## config.mk

```make
export PLATFORM = sky130hd
export DESIGN_NAME = jpeg_idct_transpose_ctrl
export DESIGN_NICKNAME = d
export VERILOG_FILES = /design/src/rtl/jpeg_idct_transpose_ctrl.sv
export SDC_FILE = /design/constraint.sdc
export NUM_CORES = 1
export LEC_CHECK = 0
export ABC_AREA = 1
export BUFFER_PORTS_ARGS = -buffer_cell sky130_fd_sc_hd__buf_2
export CAP_MARGIN = 20
export CORE_MARGIN = 4
export CORE_UTILIZATION = 50
export CTS_CLUSTER_SIZE = 16
export DETAILED_ROUTE_END_ITERATION = 6
export PLACE_DENSITY = 0.83
export SLEW_MARGIN = 20
export SYNTH_ARGS = -nofsm -noshare
export SYNTH_HDL_FRONTEND = slang
export SYNTH_SLANG_ARGS = --single-unit
```

## constraint.sdc

```tcl
create_clock -name clk_i -period 1.78 [get_ports clk_i]
set_input_delay 0.178 -clock clk_i [delete_from_list [all_inputs] [get_ports clk_i]]
set_output_delay 0.178 -clock clk_i [all_outputs]
set_load 0.05 [all_outputs]
```

## src/rtl/jpeg_idct_transpose_ctrl.sv

```systemverilog
// Ping-pong transpose buffer between the IDCT row and column passes: one RAM bank fills in
// linear order while the other drains (column-major when OUT_TRANSPOSE=1) through a 2-entry skid FIFO.
module jpeg_idct_transpose_ctrl #(
  parameter bit OUT_TRANSPOSE  = 1'b1,
  parameter int OUT_FIFO_DEPTH = 2
) (
  input  logic        clk_i,
  input  logic        rst_i,
  input  logic        inport_valid_i,
  input  logic [15:0] inport_data_i,
  output logic        inport_accept_o,
  output logic        outport_valid_o,
  output logic [15:0] outport_data_o,
  output logic        outport_last_o,
  input  logic        outport_accept_i,
  output logic [5:0]  bank_a_addr0_o,
  output logic [15:0] bank_a_data0_o,
  output logic        bank_a_wr0_o,
  output logic [5:0]  bank_a_addr1_o,
  input  logic [15:0] bank_a_data1_i,
  output logic [5:0]  bank_b_addr0_o,
  output logic [15:0] bank_b_data0_o,
  output logic        bank_b_wr0_o,
  output logic [5:0]  bank_b_addr1_o,
  input  logic [15:0] bank_b_data1_i,
  output logic        busy_o
);

  typedef enum logic [1:0] {
    BANK_EMPTY,
    BANK_FILLING,
    BANK_FULL,
    BANK_DRAINING
  } bank_state_e;

  typedef struct packed {
    logic        last;
    logic [15:0] data;
  } fifo_entry_t;

  bank_state_e state_q [2];
  bank_state_e state_d [2];
  logic        wr_ptr_q, wr_ptr_d;
  logic        rd_ptr_q, rd_ptr_d;
  logic [5:0]  wr_cnt_q, wr_cnt_d;
  logic [5:0]  rd_cnt_q, rd_cnt_d;
  logic [5:0]  addr1_q [2];
  logic [5:0]  addr1_d [2];
  logic        inflight_q, inflight_d;
  logic        inflight_bank_q, inflight_bank_d;
  logic        inflight_last_q, inflight_last_d;
  fifo_entry_t fifo_q [2];
  fifo_entry_t fifo_d [2];
  logic        fifo_wr_q, fifo_wr_d;
  logic        fifo_rd_q, fifo_rd_d;
  logic [1:0]  fifo_cnt_q, fifo_cnt_d;

  logic        wr_fire;
  logic        rd_issue;
  logic        fifo_push;
  logic        fifo_pop;
  logic [1:0]  held;
  logic [5:0]  rd_addr;
  fifo_entry_t push_entry;

  // Register process.
  always_ff @(posedge clk_i or negedge rst_i) begin
    if (!rst_i) begin
      for (int b = 0; b < 2; b++) begin
        state_q[b] <= BANK_EMPTY;
        addr1_q[b] <= '0;
        // NOTE: only the small skid storage is reset so the output port reads 0 during reset;
        // the external RAM banks are never cleared and their stale contents are never read.
        fifo_q[b]  <= '0;
      end
      wr_ptr_q        <= 1'b0;
      rd_ptr_q        <= 1'b0;
      wr_cnt_q        <= '0;
      rd_cnt_q        <= '0;
      inflight_q      <= 1'b0;
      inflight_bank_q <= 1'b0;
      inflight_last_q <= 1'b0;
      fifo_wr_q       <= 1'b0;
      fifo_rd_q       <= 1'b0;
      fifo_cnt_q      <= '0;
    end else begin
      // NOTE: non-blocking updates make every flop sample the same pre-edge values.
      for (int b = 0; b < 2; b++) begin
        state_q[b] <= state_d[b];
        addr1_q[b] <= addr1_d[b];
        fifo_q[b]  <= fifo_d[b];
      end
      wr_ptr_q        <= wr_ptr_d;
      rd_ptr_q        <= rd_ptr_d;
      wr_cnt_q        <= wr_cnt_d;
      rd_cnt_q        <= rd_cnt_d;
      inflight_q      <= inflight_d;
      inflight_bank_q <= inflight_bank_d;
      inflight_last_q <= inflight_last_d;
      fifo_wr_q       <= fifo_wr_d;
      fifo_rd_q       <= fifo_rd_d;
      fifo_cnt_q      <= fifo_cnt_d;
    end
  end

  // Output / handshake process. Input accept depends on registered bank state only.
  always_comb begin
    inport_accept_o = rst_i && ((state_q[wr_ptr_q] == BANK_EMPTY) ||
                                (state_q[wr_ptr_q] == BANK_FILLING));
    wr_fire         = inport_valid_i && inport_accept_o;

    outport_valid_o = (fifo_cnt_q != 2'd0);
    outport_data_o  = fifo_q[fifo_rd_q].data;
    outport_last_o  = fifo_q[fifo_rd_q].last;
    fifo_pop        = outport_valid_o && outport_accept_i;

    fifo_push       = inflight_q;
    push_entry.last = inflight_last_q;
    push_entry.data = inflight_bank_q ? bank_b_data1_i : bank_a_data1_i;

    // A same-cycle pop frees a slot, which keeps one word per cycle flowing with accept high.
    held     = fifo_cnt_q + {1'b0, inflight_q};
    rd_issue = ((state_q[rd_ptr_q] == BANK_FULL) || (state_q[rd_ptr_q] == BANK_DRAINING)) &&
               ((held < 2'(OUT_FIFO_DEPTH)) || fifo_pop);
    rd_addr  = OUT_TRANSPOSE ? {rd_cnt_q[2:0], rd_cnt_q[5:3]} : rd_cnt_q;

    bank_a_wr0_o   = wr_fire && !wr_ptr_q;
    bank_b_wr0_o   = wr_fire && wr_ptr_q;
    bank_a_addr0_o = wr_cnt_q;
    bank_b_addr0_o = wr_cnt_q;
    bank_a_data0_o = bank_a_wr0_o ? inport_data_i : '0;
    bank_b_data0_o = bank_b_wr0_o ? inport_data_i : '0;
    bank_a_addr1_o = (rd_issue && !rd_ptr_q) ? rd_addr : addr1_q[0];
    bank_b_addr1_o = (rd_issue && rd_ptr_q)  ? rd_addr : addr1_q[1];

    busy_o = (state_q[0] != BANK_EMPTY) || (state_q[1] != BANK_EMPTY) || (fifo_cnt_q != 2'd0);
  end

  // Next-state process.
  always_comb begin
    for (int b = 0; b < 2; b++) begin
      // NOTE: each comb output is assigned a default before any branch, so no latch is inferred.
      state_d[b] = state_q[b];
      case (state_q[b])
        BANK_EMPTY:
          if (wr_fire && (wr_ptr_q == 1'(b))) state_d[b] = BANK_FILLING;
        BANK_FILLING:
          if (wr_fire && (wr_ptr_q == 1'(b)) && (wr_cnt_q == 6'd63)) state_d[b] = BANK_FULL;
        BANK_FULL:
          if (rd_issue && (rd_ptr_q == 1'(b))) state_d[b] = BANK_DRAINING;
        BANK_DRAINING:
          if (rd_issue && (rd_ptr_q == 1'(b)) && (rd_cnt_q == 6'd63)) state_d[b] = BANK_EMPTY;
        default:
          state_d[b] = BANK_EMPTY;
      endcase
      addr1_d[b] = (rd_issue && (rd_ptr_q == 1'(b))) ? rd_addr : addr1_q[b];
      fifo_d[b]  = fifo_q[b];
    end

    wr_cnt_d = wr_fire ? wr_cnt_q + 6'd1 : wr_cnt_q;
    wr_ptr_d = wr_ptr_q ^ (wr_fire && (wr_cnt_q == 6'd63));
    rd_cnt_d = rd_issue ? rd_cnt_q + 6'd1 : rd_cnt_q;
    rd_ptr_d = rd_ptr_q ^ (rd_issue && (rd_cnt_q == 6'd63));

    inflight_d      = rd_issue;
    inflight_bank_d = rd_issue ? rd_ptr_q : inflight_bank_q;
    inflight_last_d = rd_issue && (rd_cnt_q == 6'd63);

    if (fifo_push) fifo_d[fifo_wr_q] = push_entry;
    fifo_wr_d  = fifo_wr_q ^ fifo_push;
    fifo_rd_d  = fifo_rd_q ^ fifo_pop;
    fifo_cnt_d = fifo_cnt_q + {1'b0, fifo_push} - {1'b0, fifo_pop};
  end

endmodule

```

==> results.txt <==
* Area of combinational cells with multiple inputs: 0.00205 mm^2
- The internal portion of the total power is 4910 uW.
- The number of failing hold endpoints at the final stage is 0.
- 0 antenna diodes ended up in the layout.
- After floorplanning, the core was sized to cover 0.00698 mm^2.
- In this run the static leakage power is 0.00299 uW.
- Worst hold margin: 0.0828 ns
- Seq pwr share: 0.273
* Initial standard-cell utilization of the core: 0.526
* RSZ-0062 raised after global routing: yes
- Synth Warn #: 0
* Reg2reg end: state_q[2]$_DFFE_PN0P_
- 130 I/O pins were placed.
- WP data arrival: 1.79 ns
* Highest layer used for signal routing: met4
* Vias: 3860
- Counting the buffers created by CTS gives 9.
- Power density over cell area: 1760 mW/mm^2
- Detailed-route vias per instance: 5.41
* Normalized max-slew margin: 0.401
- Growth of design area from synthesis to finish: 58.0%
* Wirelength per Cell: 18.3 um
* Buffers on Ports: 129
* End of the critical path: bank_a_data0_o[11]
- Final Routed Wirelength: 13000 um
- The final reports fail on negative setup slack.
* Synthesis-stage register bit count: 71
- Once placement finished, the instance area stood at 0.00457 mm^2.
- Worst setup SP type: register
* Critical Path End Type: output port
* Synthesized cell area: 0.00367 mm^2
- A synthesized cell averages 8.22 um^2.
* Crit path from: wr_ptr_q$_DFF_PN0_
- At the end of routability-driven placement, the weighted congestion stood at 0.774.
- Register area share after synthesis: 0.483
- The worst setup path is of the register to output port kind.
- In this run the remaining antenna-violating nets after routing total 0.
- The routed design uses 6930 um of met2 wire.
- The first routing iteration left 191 violations.
- Of the total power, the clock network draws 0.147.
* Number of pins exceeding their max-slew limit in the final report: 0
- After clock tree synthesis, the clock-pin slew on the worst setup and hold paths is 0.09 ns.
* Longest Clk Path Bufs: 2
- After technology mapping, the gate count stands at 447.
* Clk_lat worst skew: 0.37 ns
* Wire length of the first global-routing pass: 17500 um
- In this run the power spent charging and discharging nets is 5310 uW.
* Vias in the first global route: 3690
- Total half-perimeter wirelength after legalization and detailed placement: 6860 um
* Min Clock Period, post-route: 1.97 ns
- Pre-Repair DR Iteration Count: 6
- IR analysis of the VDD net gives a maximum drop of 1.65 mV.
- Root Driver: sky130_fd_sc_hd__clkbuf_8
- Number of hold buffers added after cts: 0
* Max-cap violations: 0
- Number of H-tree branching levels: 3
* Proportion of total power due to net switching: 0.520
- The die covers 0.00879 mm^2.
- Transition time at the pin with the least slew margin: 0.898 ns
- The share of total power dissipated in combinational logic is 0.580.
- The clock arrives with 0.0109 ns of skew.
* Flop-to-flop setup slack: -0.16 ns
* Worst-case setup slack after placement: -0.100 ns
- Registers take 0.00178 mm^2.
- Net count after synthesis: 515
* Number of clock sinks: 71
- In the final layout, the share of cells above drive strength 1 is 0.457.
- Across every metal layer, demand over resource in global routing totals 0.256.
- In this run the core area contains 30 standard-cell rows.
* TritonCTS clock tree: yes
- Worst min-delay path category: primary input to async pin
* Initial antenna violation count: 0
- For this run the aggregate overflow at the end of global routing stands at 0.
* Total DRC errors in the routed layout: 0
- R2R depth: 8
* Die boundary width: 93.7 um
- Setup slack on the critical path of the routed design comes to -0.190 ns.
- The run finished, with violations left.
- Endpoint required time on the critical path: 1.60 ns
- The netlist uses 28 different library cells.
- In this run the critical register-to-register path is launched from bank_a_addr0_o[0]$_DFFE_PN0N_.
- Setup violations remaining at the end of the flow were counted as 49.
- Achievable Freq: 508 MHz
* Largest net degree at the start of global routing: 72
* Die Y-Extent: 93.7 um
* Met3 WL post-DR: 847 um
* Worst Path Max Fanout: 8
* Portion of the clock cycle consumed by the worst path in the final layout: 1.11
- Summed over all failing endpoints, the final setup total negative slack is -7.06 ns.
- M1 wire length: 4530 um
- With fillers left out, the area of the finished cells amounts to 0.00581 mm^2.
- Fill count: 392
* Layout Nets: 680
-- Yosys cell counts, drive strengths merged --
cell    instances  share of area
or2             2         0.0034
xor2            9          0.021
xnor2           3         0.0072
o21ai          42          0.059
nand2         154           0.16
a21oi           1         0.0014
buf            15          0.027
inv            46          0.047
ha             16          0.054
o21bai          2         0.0041
nand4           5          0.013
nor3            1         0.0014
mux2i          16          0.044
nor2           44          0.048
clkbuf          7         0.0072
dfrtp          71           0.48
nand3          12          0.016
clkinv          1         0.0010
-- how the worst min path moves through the flow --
stage / end / depth (start not counted)
after global routing: fifo_q[9]$_DFFE_PN0P_ / 3
final: fifo_q[20]$_DFFE_PN0P_ / 2
after CTS: state_q[2]$_DFFE_PN0P_ / 2
after global placement: addr1_q[0]$_DFF_PN0_ / 2
after floorplan: addr1_q[0]$_DFF_PN0_ / 0
after detailed placement: addr1_q[5]$_DFF_PN0_ / 2
-- metal layers --
metal,track usage,vias up
li1,-,1726
met1,0.283,1836
met2,0.476,220
met3,0.0649,78
met4,0.0782,0
met5,0,-
-- through the flow --
stage | utilization | power, uW | instances
after floorplan | - | 6270 | 447
after global placement | 0.654 | 7330 | 667
after detailed placement | 0.654 | 7530 | 667
after CTS | 0.787 | 9790 | 701
after global routing | 0.832 | 10700 | 713
final | 0.832 | 10200 | 713
-- state kept, by name (all words and copies together) (netlist names), 2 cells and up --
name,flops
fifo_cnt_q,2
addr1_q,12
bank_a_addr0_o,6
state_q,4
rd_cnt_q,6
fifo_q,34
-- layout by cell type, fill, tap and decap left out, drive strengths merged --
| master | count |
|---|---|
| mux2i | 16 |
| clkinv | 4 |
| dfrtp | 71 |
| buf | 169 |
| o21bai | 2 |
| bufinv | 2 |
| nand2 | 158 |
| or2 | 2 |
| nand4 | 5 |
| inv | 49 |
| xnor2 | 3 |
| o21ai | 42 |
| nor3 | 1 |
| xor2 | 9 |
| ha | 16 |
| clkinvlp | 1 |
| a21oi | 1 |
| nor2 | 44 |
| clkbuf | 10 |
| nand3 | 12 |
-- cell type report --
class | count | area share
Inverter | 47 | 0.0358
Clock buffer | 9 | 0.0213
Timing Repair inverter | 2 | 0.00474
Timing Repair Buffer | 170 | 0.240
Tap cell | 96 | 0.0207
Sequential cell | 71 | 0.307
Clock inverter | 7 | 0.0181
Multi-Input combinational cell | 311 | 0.353
-- power groups by stage --
stage	clock network [uW]	logic, uW	registers, uW
2_1_floorplan	0	3480	2790
3_3_place_gp	0	4650	2680
3_5_place_dp	0	4820	2710
4_1_cts	1500	5570	2710
5_1_grt	1590	6310	2850
6_report	1510	5930	2790
-- critical path: stages (launching register included) --
cell                      delay, ns
sky130_fd_sc_hd__dfrtp_1       0.45
sky130_fd_sc_hd__inv_2         0.07
sky130_fd_sc_hd__nand2_2       0.08
sky130_fd_sc_hd__nand4_4       0.14
sky130_fd_sc_hd__nor2_4        0.20
sky130_fd_sc_hd__buf_12        0.16
sky130_fd_sc_hd__inv_12        0.06
sky130_fd_sc_hd__nor2_4        0.11
sky130_fd_sc_hd__buf_8         0.16
-- kinds of logic (layout without fill, tap and decap cells) --
group / count (synthesis) / count (layout) / share of synthesized area
XOR/XNOR: 12 / 12 / 0.0286
multiplexers: 16 / 16 / 0.0436
AO/OA/AOI/OAI: 45 / 45 / 0.0647
AND/OR/NAND/NOR: 218 / 222 / 0.243
buffers and inverters: 69 / 235 / 0.0817
flip-flops: 71 / 71 / 0.483
adder cells (fa/ha/maj): 16 / 16 / 0.0545
-- timing repair --
item                                    4_1_cts  5_1_grt
gates resized for setup                     167       54
cloned                                        4        2
buffers inserted                             15       10
pin swaps                                    14       13
endpoints found under the setup margin       54       54
No activity file was read; power rests on OpenSTA's default activity.
